--- src/rtl/adc_spi_pkg.sv ---
// adc_spi_pkg: frame geometry and one-hot FSM encoding
// shared by the ADC SPI controller and its SCLK generator.
package adc_spi_pkg;

  localparam int ADC_FRAME_BITS = 16;
  localparam int ADC_DATA_BITS  = 12;
  localparam int ADC_LEAD_BITS  = 4;

  localparam int S_IDLE  = 0;
  localparam int S_SETUP = 1;
  localparam int S_SHIFT = 2;
  localparam int S_QUIET = 3;

  typedef enum logic [3:0] {
    ST_IDLE  = 4'b0001,
    ST_SETUP = 4'b0010,
    ST_SHIFT = 4'b0100,
    ST_QUIET = 4'b1000
  } state_t;

endpackage

--- src/rtl/adc_sclk_gen.sv ---
// adc_sclk_gen: divides clk into one setup half-period plus
// 16 SCLK periods, with fall/rise/done strobes for the FSM.
module adc_sclk_gen
  import adc_spi_pkg::*;
#(
  parameter int CLK_DIV = 2
) (
  input  logic i_clk,
  input  logic i_rst_n,
  input  logic i_start,
  output logic o_sclk,
  output logic o_fall,
  output logic o_rise,
  output logic o_done
);

  localparam logic [3:0] CNT_LAST =
    4'(CLK_DIV - 1);
  localparam logic [5:0] HALF_LAST =
    6'(2 * ADC_FRAME_BITS);

  logic [3:0] r_cnt;
  logic [5:0] r_half;
  logic       r_active;
  logic       r_sclk;

  logic w_wrap;
  logic w_last;

  assign w_wrap = r_active & (r_cnt == CNT_LAST);
  assign w_last = (r_half == HALF_LAST);

  // Half 0 is the cs_n setup time; even halves end
  // in a falling edge, odd halves in a rising edge.
  assign o_fall = w_wrap & ~w_last & ~r_half[0];
  assign o_rise = w_wrap & ~w_last & r_half[0];
  assign o_done = w_wrap & w_last;
  assign o_sclk = r_sclk;

  always_ff @(posedge i_clk) begin
    if (!i_rst_n) begin
      r_cnt    <= '0;
      r_half   <= '0;
      r_active <= 1'b0;
      r_sclk   <= 1'b1;
    end else if (i_start) begin
      r_cnt    <= '0;
      r_half   <= '0;
      r_active <= 1'b1;
      r_sclk   <= 1'b1;
    end else if (w_wrap) begin
      r_cnt <= '0;
      if (w_last) begin
        r_active <= 1'b0;
        r_sclk   <= 1'b1;
      end else begin
        r_half <= r_half + 6'd1;
        r_sclk <= ~r_sclk;
      end
    end else if (r_active) begin
      r_cnt <= r_cnt + 4'd1;
    end
  end

endmodule

--- src/rtl/adc_spi_ctrl.sv ---
// adc_spi_ctrl: turns each request edge into one 16-clock
// SPI read of a 12-bit ADC and returns it with a ready level.
module adc_spi_ctrl
  import adc_spi_pkg::*;
#(
  parameter int CLK_DIV      = 2,
  parameter int QUIET_CYCLES = 4
) (
  input  logic                     clk_i,
  input  logic                     reset_n_i,
  input  logic                     adc_data_req_i,
  output logic                     adc_data_rdy_o,
  output logic [ADC_DATA_BITS-1:0] adc_data_o,
  output logic                     frame_err_o,
  output logic                     spi_cs_n_o,
  output logic                     spi_sclk_o,
  input  logic                     spi_miso_i
);

  localparam logic [3:0] Q_LAST =
    4'(QUIET_CYCLES - 1);

  state_t                    r_state;
  logic                      r_req_d1;
  logic                      r_miso;
  logic                      r_pend;
  logic                      r_rdy;
  logic                      r_err;
  logic                      r_cs_n;
  logic [ADC_DATA_BITS-1:0]  r_data;
  logic [ADC_FRAME_BITS-1:0] r_shift;
  logic [3:0]                r_qcnt;

  logic w_edge;
  logic w_start;
  logic w_fall;
  logic w_rise;
  logic w_done;

  assign w_edge  = adc_data_req_i & ~r_req_d1;
  assign w_start = r_state[S_IDLE]
                 & (w_edge | r_pend);

  adc_sclk_gen #(
    .CLK_DIV (CLK_DIV)
  ) u_sclk (
    .i_clk   (clk_i),
    .i_rst_n (reset_n_i),
    .i_start (w_start),
    .o_sclk  (spi_sclk_o),
    .o_fall  (w_fall),
    .o_rise  (w_rise),
    .o_done  (w_done)
  );

  // Left running through reset so a request that rises
  // while reset is asserted does not fire afterwards.
  always_ff @(posedge clk_i) begin
    r_req_d1 <= adc_data_req_i;
    r_miso   <= spi_miso_i;
  end

  always_ff @(posedge clk_i) begin
    if (!reset_n_i) begin
      r_state <= ST_IDLE;
      r_pend  <= 1'b0;
      r_rdy   <= 1'b0;
      r_err   <= 1'b0;
      r_cs_n  <= 1'b1;
      r_data  <= '0;
      r_shift <= '0;
      r_qcnt  <= '0;
    end else begin
      unique case (1'b1)
        r_state[S_IDLE]: begin
          if (w_start) begin
            r_state <= ST_SETUP;
            r_cs_n  <= 1'b0;
            r_rdy   <= 1'b0;
            r_pend  <= 1'b0;
            r_shift <= '0;
            r_qcnt  <= '0;
          end
        end
        r_state[S_SETUP]: begin
          if (w_fall) r_state <= ST_SHIFT;
        end
        r_state[S_SHIFT]: begin
          if (w_rise) begin
            r_shift <= {r_shift[ADC_FRAME_BITS-2:0],
                        r_miso};
          end
          if (w_done) begin
            r_data  <= r_shift[ADC_DATA_BITS-1:0];
            r_err   <= |r_shift[ADC_FRAME_BITS-1 -:
                                ADC_LEAD_BITS];
            r_rdy   <= 1'b1;
            r_cs_n  <= 1'b1;
            r_qcnt  <= '0;
            r_state <= ST_QUIET;
          end
        end
        r_state[S_QUIET]: begin
          if (w_edge) r_pend <= 1'b1;
          if (r_qcnt == Q_LAST) begin
            r_state <= ST_IDLE;
          end else begin
            r_qcnt <= r_qcnt + 4'd1;
          end
        end
        default: r_state <= ST_IDLE;
      endcase
    end
  end

  assign adc_data_rdy_o = r_rdy;
  assign adc_data_o     = r_data;
  assign frame_err_o    = r_err;
  assign spi_cs_n_o     = r_cs_n;

endmodule

--- config.mk ---
export PLATFORM = sky130hd
export DESIGN_NAME = adc_spi_ctrl
export DESIGN_NICKNAME = d
export VERILOG_FILES = /design/src/rtl/adc_spi_pkg.sv /design/src/rtl/adc_sclk_gen.sv /design/src/rtl/adc_spi_ctrl.sv
export SDC_FILE = /design/constraint.sdc
export NUM_CORES = 1
export LEC_CHECK = 0
export BUFFER_PORTS_ARGS = -buffer_cell sky130_fd_sc_hd__buf_2
export CAP_MARGIN = 20
export CORE_MARGIN = 3
export CORE_UTILIZATION = 60
export DETAILED_ROUTE_END_ITERATION = 16
export HOLD_SLACK_MARGIN = 0.03
export PLACE_DENSITY = 0.78
export SLEW_MARGIN = 20
export SYNTH_ARGS = -nofsm -noshare
export SYNTH_HDL_FRONTEND = slang
export SYNTH_SLANG_ARGS = --single-unit
--- constraint.sdc ---
create_clock -name clk_i -period 4.8 [get_ports clk_i]
set_input_delay 0 -clock clk_i [delete_from_list [all_inputs] [get_ports clk_i]]
set_output_delay 0 -clock clk_i [all_outputs]
set_load 0.005 [all_outputs]
==> results.toml, run 1 <==
[logic_synthesis]
synthCells = 224
synth-async-reset-ratio_pct = 0
ys_seq_area_share_pct = 49.3
netlist_area_um2 = 2190
synthFlopType = "dfxtp_1"
synthDistinctLibCells = 48
syn_area_per_cell_um2 = 9.79
ys_warn_count = 0
synth_fp_nets = 233
synth_seq_cells = 54
synth_edf_count = 0

[drt]
routedWlPerCell_um = 13.2
finalWirelength_um = 3820
ant_nets = 0
vias_per_cell = 5.54
via_count = 1600
highest_layer = "met4"
dr_wl_met2_um = 1670
drc = 0
drt-met1-wl_um = 1920
route.met3.wl_um = 179
first_pass_iters = 4
first_iter_violations = 132

[sta]
tightestPinTransition_ps = 544
setup_viol = 0
relSlewSlack_pct = 63.7
setup_tns_ps = 0
maxSlewViolCount = 0
min_period_ps = 2110
rsz0062_at_grt = "no"
clock-skew-final_ps = 14.5
min_period_over_period_pct = 43.9
finalHoldViolCount = 0
fmax_mhz = 474

[clock_tree]
clk_path_buf_depth = 2
path_clk_slew_ps = 150
cts_resized = 0
cts-buffers-inserted = 5
worstSkewPairLatency_ps = 380
clock_sinks = 54
ctsHtreeMaxLevel = 2
root_buffer = "clkbuf_4"
cts_tree = "done"

[placement]
dp_hpwl_um = 2630
io_buffers = 19
gp_routability_congestion = 0.786

[final_layout]
diodes = 0
syn_to_final_growth_pct = 9.07
nets = 251
final_util_pct = 70.0
layout-drive-gt1-share_pct = 17.7

[worst_setup_path]
cp_top_family = "simple AND/OR/NAND/NOR gates"
cp_slowest_cell = "or4b_4"
crit_arrival_ps = 2450
critPathMaxFanout = 15
cp_num_cells = 7
path_class = "register to register"
rr_worst_depth = 7
path_cells = "inv_1 -> ha_1 -> or4b_4 -> nor3_2 -> nand2_1 -> o21ai_0 -> and2_1"
required_ps = 5140
cp_num_buf_inv = 1
critPathLaunchType = "register"
critical-path-max-stage-delay_ps = 490
end_kind = "register"

[power]
internal-power_w = 0.000593
switching_power_w = 0.000169
total_leakage_power_nw = 0.913
ir_drop_v = 0.000209
power_frac_comb_pct = 4.5
switching_share_pct = 22.1
p_seq_share_pct = 60.2
p_per_area_nw_per_um2 = 319
power.total_w = 0.000762
pwr-share-clk_pct = 35.4

[worst_hold_path]
hold_class = "input pin to register"
whs_path_depth = 2

[floorplan]
core_area_um2 = 3420
ios = 20
num_rows = 21
start_util_pct = 64.2
die_area_um2 = 4420
die_w_um = 66.5
die_y_um = 66.5

[job]
cap_violations = 0

[grt]
grt_max_degree = 32
grt_pass1_vias = 1478
grt_pass1_wl_um = 6890
antenna_found_initial = 0
grt.total_usage_pct = 20.4
grt-ovfl-total = 0

[run_status]
run_status = "complete, no violations"
==> cells in the final DEF, fill, tap and decap left out, types with 5 or more instances in the layout <==
cell and count:
dfxtp_1 54, nand2_1 40, buf_2 19, a22o_1 16, nor2_1 13, o21ai_0 11
a21boi_2 8, inv_1 7, a21boi_0 7, xor2_1 5, a21oi_1 5, ha_1 5
clkbuf_4 5
==> power groups by stage <==
stage	combinational, W	sequential, W	clock (W)
2_1_floorplan	0.0000271	0.000466	0
3_3_place_gp	0.0000325	0.000468	0
3_5_place_dp	0.0000329	0.000468	0
4_1_cts	0.0000343	0.000458	0.000276
5_1_grt	0.0000395	0.000460	0.000296
6_report	0.0000340	0.000458	0.000270
==> cells by family (layout without fill, tap and decap cells) <==
| group | Yosys count | after routing | synth area share [%] |
|---|---|---|---|
| simple gates | 81 | 81 | 18.8 |
| compound gates | 59 | 59 | 21.7 |
| flops | 54 | 54 | 49.3 |
| buf+inv | 17 | 36 | 4.11 |
| xor+xnor | 8 | 8 | 3.19 |
| fa+ha+maj | 5 | 5 | 2.85 |
==> synthesized netlist by cell type, types with 5 or more instances <==
cell type,number,area share (%)
o21ai_0,11,2.5
nor2_1,13,2.2
dfxtp_1,54,49
a22o_1,16,6.4
a21oi_1,5,1.1
nand2_1,40,6.8
inv_1,7,1.2
a21boi_2,8,4.1
a21boi_0,7,2.4
xor2_1,5,2.0
ha_1,5,2.9
==> per-layer routing <==
metal | track usage (%) | vias to the layer above
met3 | 6.41 | 4
li1 | - | 827
met5 | 0 | -
met1 | 28.0 | 741
met2 | 30.4 | 28
met4 | 6.85 | 0
==> metrics by stage <==
stage | cells | setup slack (ps) | cell area [µm²] | hold slack (ps)
floorplan | 224 | 3000 | 2190 | 27.7
global placement | 279 | 2820 | 2280 | 104
detailed placement | 279 | 2720 | 2280 | 107
CTS | 289 | 2690 | 2390 | 44.4
global route | 289 | 2390 | 2390 | 67.6
finish | 289 | 2690 | 2390 | 51.9
==> state kept, by name, summed over array words and instances, names as in the netlist, 4 cells and up <==
name           cells
r_shift           16
u_sclk.r_cnt       4
r_state            4
u_sclk.r_half      6
r_qcnt             4
adc_data_o        12
==> worst register-to-register path, delay by kind of cell, from the launching register on <==
| family | cells | cell delay [ps] |
|---|---|---|
| buffers and inverters | 1 | 90 |
| DFF | 1 | 380 |
| adders and majority gates | 1 | 150 |
| AOI/OAI and AO/OA | 1 | 260 |
| and+or+nand+nor | 4 | 1190 |
==> worst paths after layout <==
path,from,to,slack (ps)
worst max-delay path,u_sclk.r_half[0],adc_data_rdy_o,2690
worst min-delay path,reset_n_i,spi_cs_n_o,50
worst max register to register,u_sclk.r_half[0],adc_data_rdy_o,2690
worst min register to register,r_miso,r_shift[0],460
==> cell type report <==
type	instances	area, µm²
Clock buffer	6	51.3
Clock inverter	2	38.8
Fill cell	278	1020
Inverter	7	26.3
Multi-Input combinational cell	153	1020
Sequential cell	54	1080
Tap cell	46	57.6
Timing Repair Buffer	21	115
==> repair_timing <==
| item | in CTS | in global routing |
|---|---|---|
| buffers inserted | 0 | 0 |
| hold buffers | 2 | 0 |
| hold endpoints to repair | 2 | 0 |
Power figures use the tool's default switching activity.
==> run 2: changes to the inputs <==
Settings changed: CORE_UTILIZATION 60 to 52, PLACE_DENSITY 0.78 to 0.72.
Clock period 4.8 ns to 1.8 ns, I/O delays scaled along.
==> run 2 against run 1 <==
Effect of this change: the run now ends with negative setup slack left; clock skew shrank 4.9 ps; via count increased by 3.3%; critical path depth unchanged; die area grew 14%; wire length is 7.3% higher; maximum frequency grew 16%; critical path type unchanged.
==> results.toml, run 2 (synthesized netlist as in run 1, its figures left out) <==
[final_layout]
layout-drive-gt1-share_pct = 26.8
final_common_cell = "dfxtp_1"
nets = 269
final_cell_mix = "dfxtp_1, nand2_1, buf_2, a22o_1, buf_4"
diodes = 0
syn_to_final_growth_pct = 19.0
multi_input_area_um2 = 1060
final-seq-area_um2 = 1080
fill_cells = 312
largest_reg_flops = 16
largest_register = "r_shift"

[worst_setup_path]
critPathLaunchType = "register"
cp_slowest_cell = "or4b_4"
critical-path-max-stage-delay_ps = 500
required_ps = 2010
path_cells = "inv_2 -> ha_4 -> or4b_4 -> o31ai_4 -> and3_4 -> a21oi_2 -> a31o_1"
path_class = "register to register"
cp_top_family = "simple AND/OR/NAND/NOR gates"
cp_num_buf_inv = 1
crit_arrival_ps = 2040
critPathMaxFanout = 5
end_kind = "register"

[drt]
via_count = 1652
vias_per_cell = 5.35
finalWirelength_um = 4090
routedWlPerCell_um = 13.2
first_iter_violations = 115
first_pass_iters = 4
ant_nets = 0
drc = 0

[sta]
min_period_over_period_pct = 101
relSlewSlack_pct = 67.9
min_period_ps = 1820
setup_tns_ps = -73.0
rsz0062_at_grt = "yes"
clock-skew-final_ps = 9.53
worst_slack_ps = -23.9
tightestPinTransition_ps = 477
finalHoldViolCount = 0
fmax_mhz = 548
maxSlewViolCount = 0
setup_viol = 9

[grt]
grt_pass1_wl_um = 6900
grt.total_usage_pct = 16.9
antenna_found_initial = 0
grt-ovfl-total = 0
grt_pass1_vias = 1488
grt_max_degree = 32

[clock_tree]
clk_path_buf_depth = 2
root_buffer = "clkbuf_8"
ctsHtreeMaxLevel = 2
cts-buffers-inserted = 5
worstSkewPairLatency_ps = 310
path_clk_slew_ps = 100
clock_sinks = 54
cts_tree = "done"

[floorplan]
ios = 20
die_area_um2 = 5030
start_util_pct = 56.9
die_y_um = 70.9
core_area_um2 = 3850
num_rows = 22
die_w_um = 70.9

[power]
ir_drop_v = 0.000430
total_leakage_power_nw = 1.03
internal-power_w = 0.00168
switching_power_w = 0.000479
switching_share_pct = 22.2
p_per_area_nw_per_um2 = 828
p_seq_share_pct = 56.3
power_frac_comb_pct = 5.4
pwr-share-clk_pct = 38.3
power.total_w = 0.00216

[run_status]
run_status = "finished, violations left"
violations = "negative setup slack"

[placement]
dp_hpwl_um = 2680
gp_routability_congestion = 0.830
io_buffers = 19
place_ws_ps = -0.399

[worst_hold_path]
hold_class = "input pin to register"

[job]
cap_violations = 0
[run 2: final cells by class]
class | instances | share of cell area, %
timing repair buffer | 38 | 10.1
inverter | 7 | 1.01
clock buffer | 5 | 2.64
clock inverter | 3 | 1.82
multi-input combinational | 154 | 40.7
sequential | 54 | 41.5
tap | 48 | 2.30
[run 2: metal layers]
metal | track usage (%) | part of all wire [%] | up-vias | wire, µm
li1 | - | - | 867 | -
met1 | 23.6 | 51 | 749 | 2070
met4 | 6.26 | 1.3 | 0 | 55
met2 | 24.8 | 43 | 32 | 1780
met3 | 4.83 | 4.7 | 4 | 192
met5 | 0 | 0 | - | 0
[run 2: stage by stage]
step,cells,area (µm²),hold slack [ps],utilization [%]
finish,309,2610,127,67.7
global route,309,2610,166,67.7
CTS,307,2570,124,66.7
detailed placement,295,2390,104,62.0
global placement,295,2390,108,62.0
floorplan,224,2190,27.7,-
[run 2: timing repair]
item,CTS,global route
hold buffers,2,0
gates cloned,0,1
endpoints found under the setup margin,19,32
pin swaps,1,3
buffers inserted,2,1
endpoints found under the hold margin,2,0
gates resized for setup,7,8
[run 2: worst reg2reg max path, stage by stage, from the launching register on]
cell     delay (ps)
dfxtp_2         330
inv_2            70
ha_4            130
or4b_4          500
o31ai_4         220
and3_4          250
a21oi_2          50
a31o_1          170
[run 2: path summary, 6_finish.rpt]
path                            cells past startpoint             start       endpoint  slack (ps)
worst max register to register                      7  u_sclk.r_half[0]      r_qcnt[3]         -20
worst min register to register                      2     adc_data_o[3]  adc_data_o[3]         460
worst min-delay path                                2         reset_n_i     spi_cs_n_o         130
worst max-delay path                                7  u_sclk.r_half[0]      r_qcnt[3]         -20
[run 2: power groups by stage]
stage / combinational, W / clock (W) / sequential [W]
after global routing: 0.000129 / 0.000900 / 0.00122
after floorplan: 0.0000723 / 0 / 0.00124
final: 0.000116 / 0.000829 / 0.00122
after CTS: 0.000116 / 0.000852 / 0.00122
after detailed placement: 0.000102 / 0 / 0.00124
after global placement: 0.000101 / 0 / 0.00124
==> run 3: changes to the inputs <==
Settings changed: SYNTH_HIERARCHICAL set to 1.
==> run 3 against run 2 <==
Effect of this change: the flow now finishes without violations; sequential share of layout area is 1.1 points lower; critical path type unchanged; area after synthesis grew 1.8%; global-route usage increased by 1.7 points; sequential cell count did not move; synthesized cell count grew 11%; combinational power up 26%; highest routed layer unchanged; largest power group unchanged; power down 3.6%; cell count is 8.4% higher; clock power fell by 14%.
==> results.toml, run 3 <==
[run_status]
run_status = "complete, no violations"

[logic_synthesis]
synthSimpleGateAreaFrac_pct = 22.6
synth_seq_cells = 54
netlist_area_um2 = 2230
synthTopCellsByCount = "dfxtp_1, nand2_1, a21oi_1"
synth_fp_nets = 258
synth_xor_area_share_pct = 1.18
synth_most_common_cell = "dfxtp_1"
synthDistinctLibCells = 44
syn_area_per_cell_um2 = 8.96
synth_top_family_by_area = "simple AND/OR/NAND/NOR gates"
netlist.area_leader.share_pct = 48.4
synth-async-reset-ratio_pct = 0
synthCells = 249
yosys.area_share.adder_pct = 2.80
synth_top_cell_by_area = "dfxtp_1"
synth_edf_count = 0
netlist_top_cells_area = "dfxtp_1, nand2_1, a21oi_1"
synth_mux_area_share_pct = 1.35
ys_warn_count = 6
ys_seq_area_share_pct = 48.4
synthFlopType = "dfxtp_1"
synth_compound_area_share_pct = 19.5

[job]
cap_violations = 0

[final_layout]
final_cell_mix = "dfxtp_1, nand2_1, a21oi_1, nor2_1, buf_2"
largest_reg_flops = 16
finalInstanceArea_um2 = 2680
largest_register = "r_shift"
final_common_cell = "dfxtp_1"
diodes = 0
nets = 293
layout-drive-gt1-share_pct = 23.9
syn_to_final_growth_pct = 20.1
fill_cells = 339

[drt]
finalWirelength_um = 4450
routedWlPerCell_um = 13.3
first_iter_violations = 127
via_count = 1831
vias_per_cell = 5.47
ant_nets = 0
drc = 0
first_pass_iters = 4

[grt]
grt_max_degree = 33
grt_pass1_vias = 1676
grt-ovfl-total = 0
antenna_found_initial = 0
grt_pass1_wl_um = 7530
grt.total_usage_pct = 18.6

[placement]
placedInstanceArea_um2 = 2480
dp_hpwl_um = 2920
io_buffers = 19
gp_routability_congestion = 0.778

[worst_setup_path]
r2r_start = "u_sclk/r_half[0]"
r2r_setup_slack_ps = 70
required_ps = 1990
r2r_end = "r_qcnt[1]"
rr_worst_depth = 8
critPathMaxFanout = 4
path_class = "register to register"
critPathLaunchType = "register"
end_kind = "register"
crit_arrival_ps = 1920

[clock_tree]
clk_path_buf_depth = 2
ctsHtreeMaxLevel = 2
root_buffer = "clkbuf_8"
path_clk_slew_ps = 90
cts-buffers-inserted = 5
cts_tree = "done"
worstSkewPairLatency_ps = 310
clock_sinks = 54

[floorplan]
core_area_um2 = 4060
num_rows = 23
die_area_um2 = 5110
start_util_pct = 55.0
die_w_um = 71.5
ios = 20
die_y_um = 71.5

[worst_hold_path]
min_to = "r_miso"
hold_class = "input pin to register"
whs_path_depth = 2
worstHoldStart = "spi_miso_i"

[power]
ir_drop_v = 0.000511
total_leakage_power_nw = 1.05
power.total_w = 0.00208
p_per_area_nw_per_um2 = 777

[sta]
finalHoldViolCount = 0
maxSlewViolCount = 0
setup_tns_ps = 0
rsz0062_at_grt = "yes"
tightestPinTransition_ps = 555
setup_viol = 0
fmax_mhz = 578
relSlewSlack_pct = 62.7
clock-skew-final_ps = 7.60
min_period_ps = 1730
min_period_over_period_pct = 96.1
==> run 3: layout make-up <==
| cell class | instances | area [µm²] | share of cell area (%) |
|---|---|---|---|
| clock buffer | 6 | 82.6 | 3.08 |
| clock inverter | 2 | 17.5 | 0.653 |
| inverter | 6 | 22.5 | 0.840 |
| multi-input combinational | 179 | 1140 | 42.5 |
| sequential | 54 | 1080 | 40.4 |
| tap | 50 | 62.6 | 2.33 |
| timing repair buffer | 38 | 274 | 10.2 |
==> run 3: cell families (layout without fill, tap and decap cells) <==
logic type | Yosys count | after routing
and+or+nand+nor | 102 | 102
AOI/OAI and AO/OA | 65 | 66
DFF | 54 | 54
buffers and inverters | 17 | 52
adders and majority gates | 5 | 5
xor gates and xnor gates | 3 | 3
muxes | 3 | 3
==> run 3: worst max-delay path by stage <==
stage	startpoint	to	slack, ps	cells past startpoint
floorplan	u_sclk/r_half[0]	r_shift[15]	-10	10
global placement	u_sclk/r_half[0]	r_qcnt[0]	40	8
detailed placement	u_sclk/r_half[0]	r_qcnt[3]	-20	8
CTS	u_sclk/r_half[0]	r_qcnt[2]	20	8
global route	u_sclk/r_half[0]	r_qcnt[1]	-60	8
finish	u_sclk/r_half[0]	r_qcnt[1]	70	8
==> run 3: layer usage <==
| layer | part of all wire [%] | global-route usage (%) |
|---|---|---|
| met5 | 0 | 0 |
| met4 | 1.5 | 7.52 |
| met3 | 3.2 | 4.63 |
| met2 | 46 | 29.5 |
| met1 | 49 | 24.3 |
==> run 3: critical path: stages, from the launching register on <==
cell     delay, ps
dfxtp_2        330
inv_2           60
ha_1           140
nor4b_4        260
and3_4         250
nor2b_2         60
a21o_1         210
o31ai_2        210
a21oi_1         90
==> run 3: where the power goes <==
group / total, W / switching, W / internal, W
Combinational: 0.000146 / 0.0000863 / 0.0000595
Clock: 0.000716 / 0.000399 / 0.000317
Sequential: 0.00122 / 0.0000134 / 0.00121
Total: 0.00208 / 0.000499 / 0.00159
==> run 3: repair_timing <==
action	CTS	global route
endpoints found under the hold margin	5	0
pin swaps	0	3
cloned	0	1
gates resized for setup	1	9
endpoints found under the setup margin	4	34
hold buffers	3	0
setup buffers	0	1
==> run 3: stage by stage <==
stage / instances / hold slack (ps) / utilization [%] / setup slack (ps)
floorplan: 249 / 27.7 / - / -13.4
global placement: 322 / 105 / 61.1 / 38.0
detailed placement: 322 / 106 / 61.1 / -22.0
CTS: 333 / 318 / 64.5 / 15.7
global route: 335 / 328 / 66.1 / -57.1
finish: 335 / 334 / 66.1 / 69.8
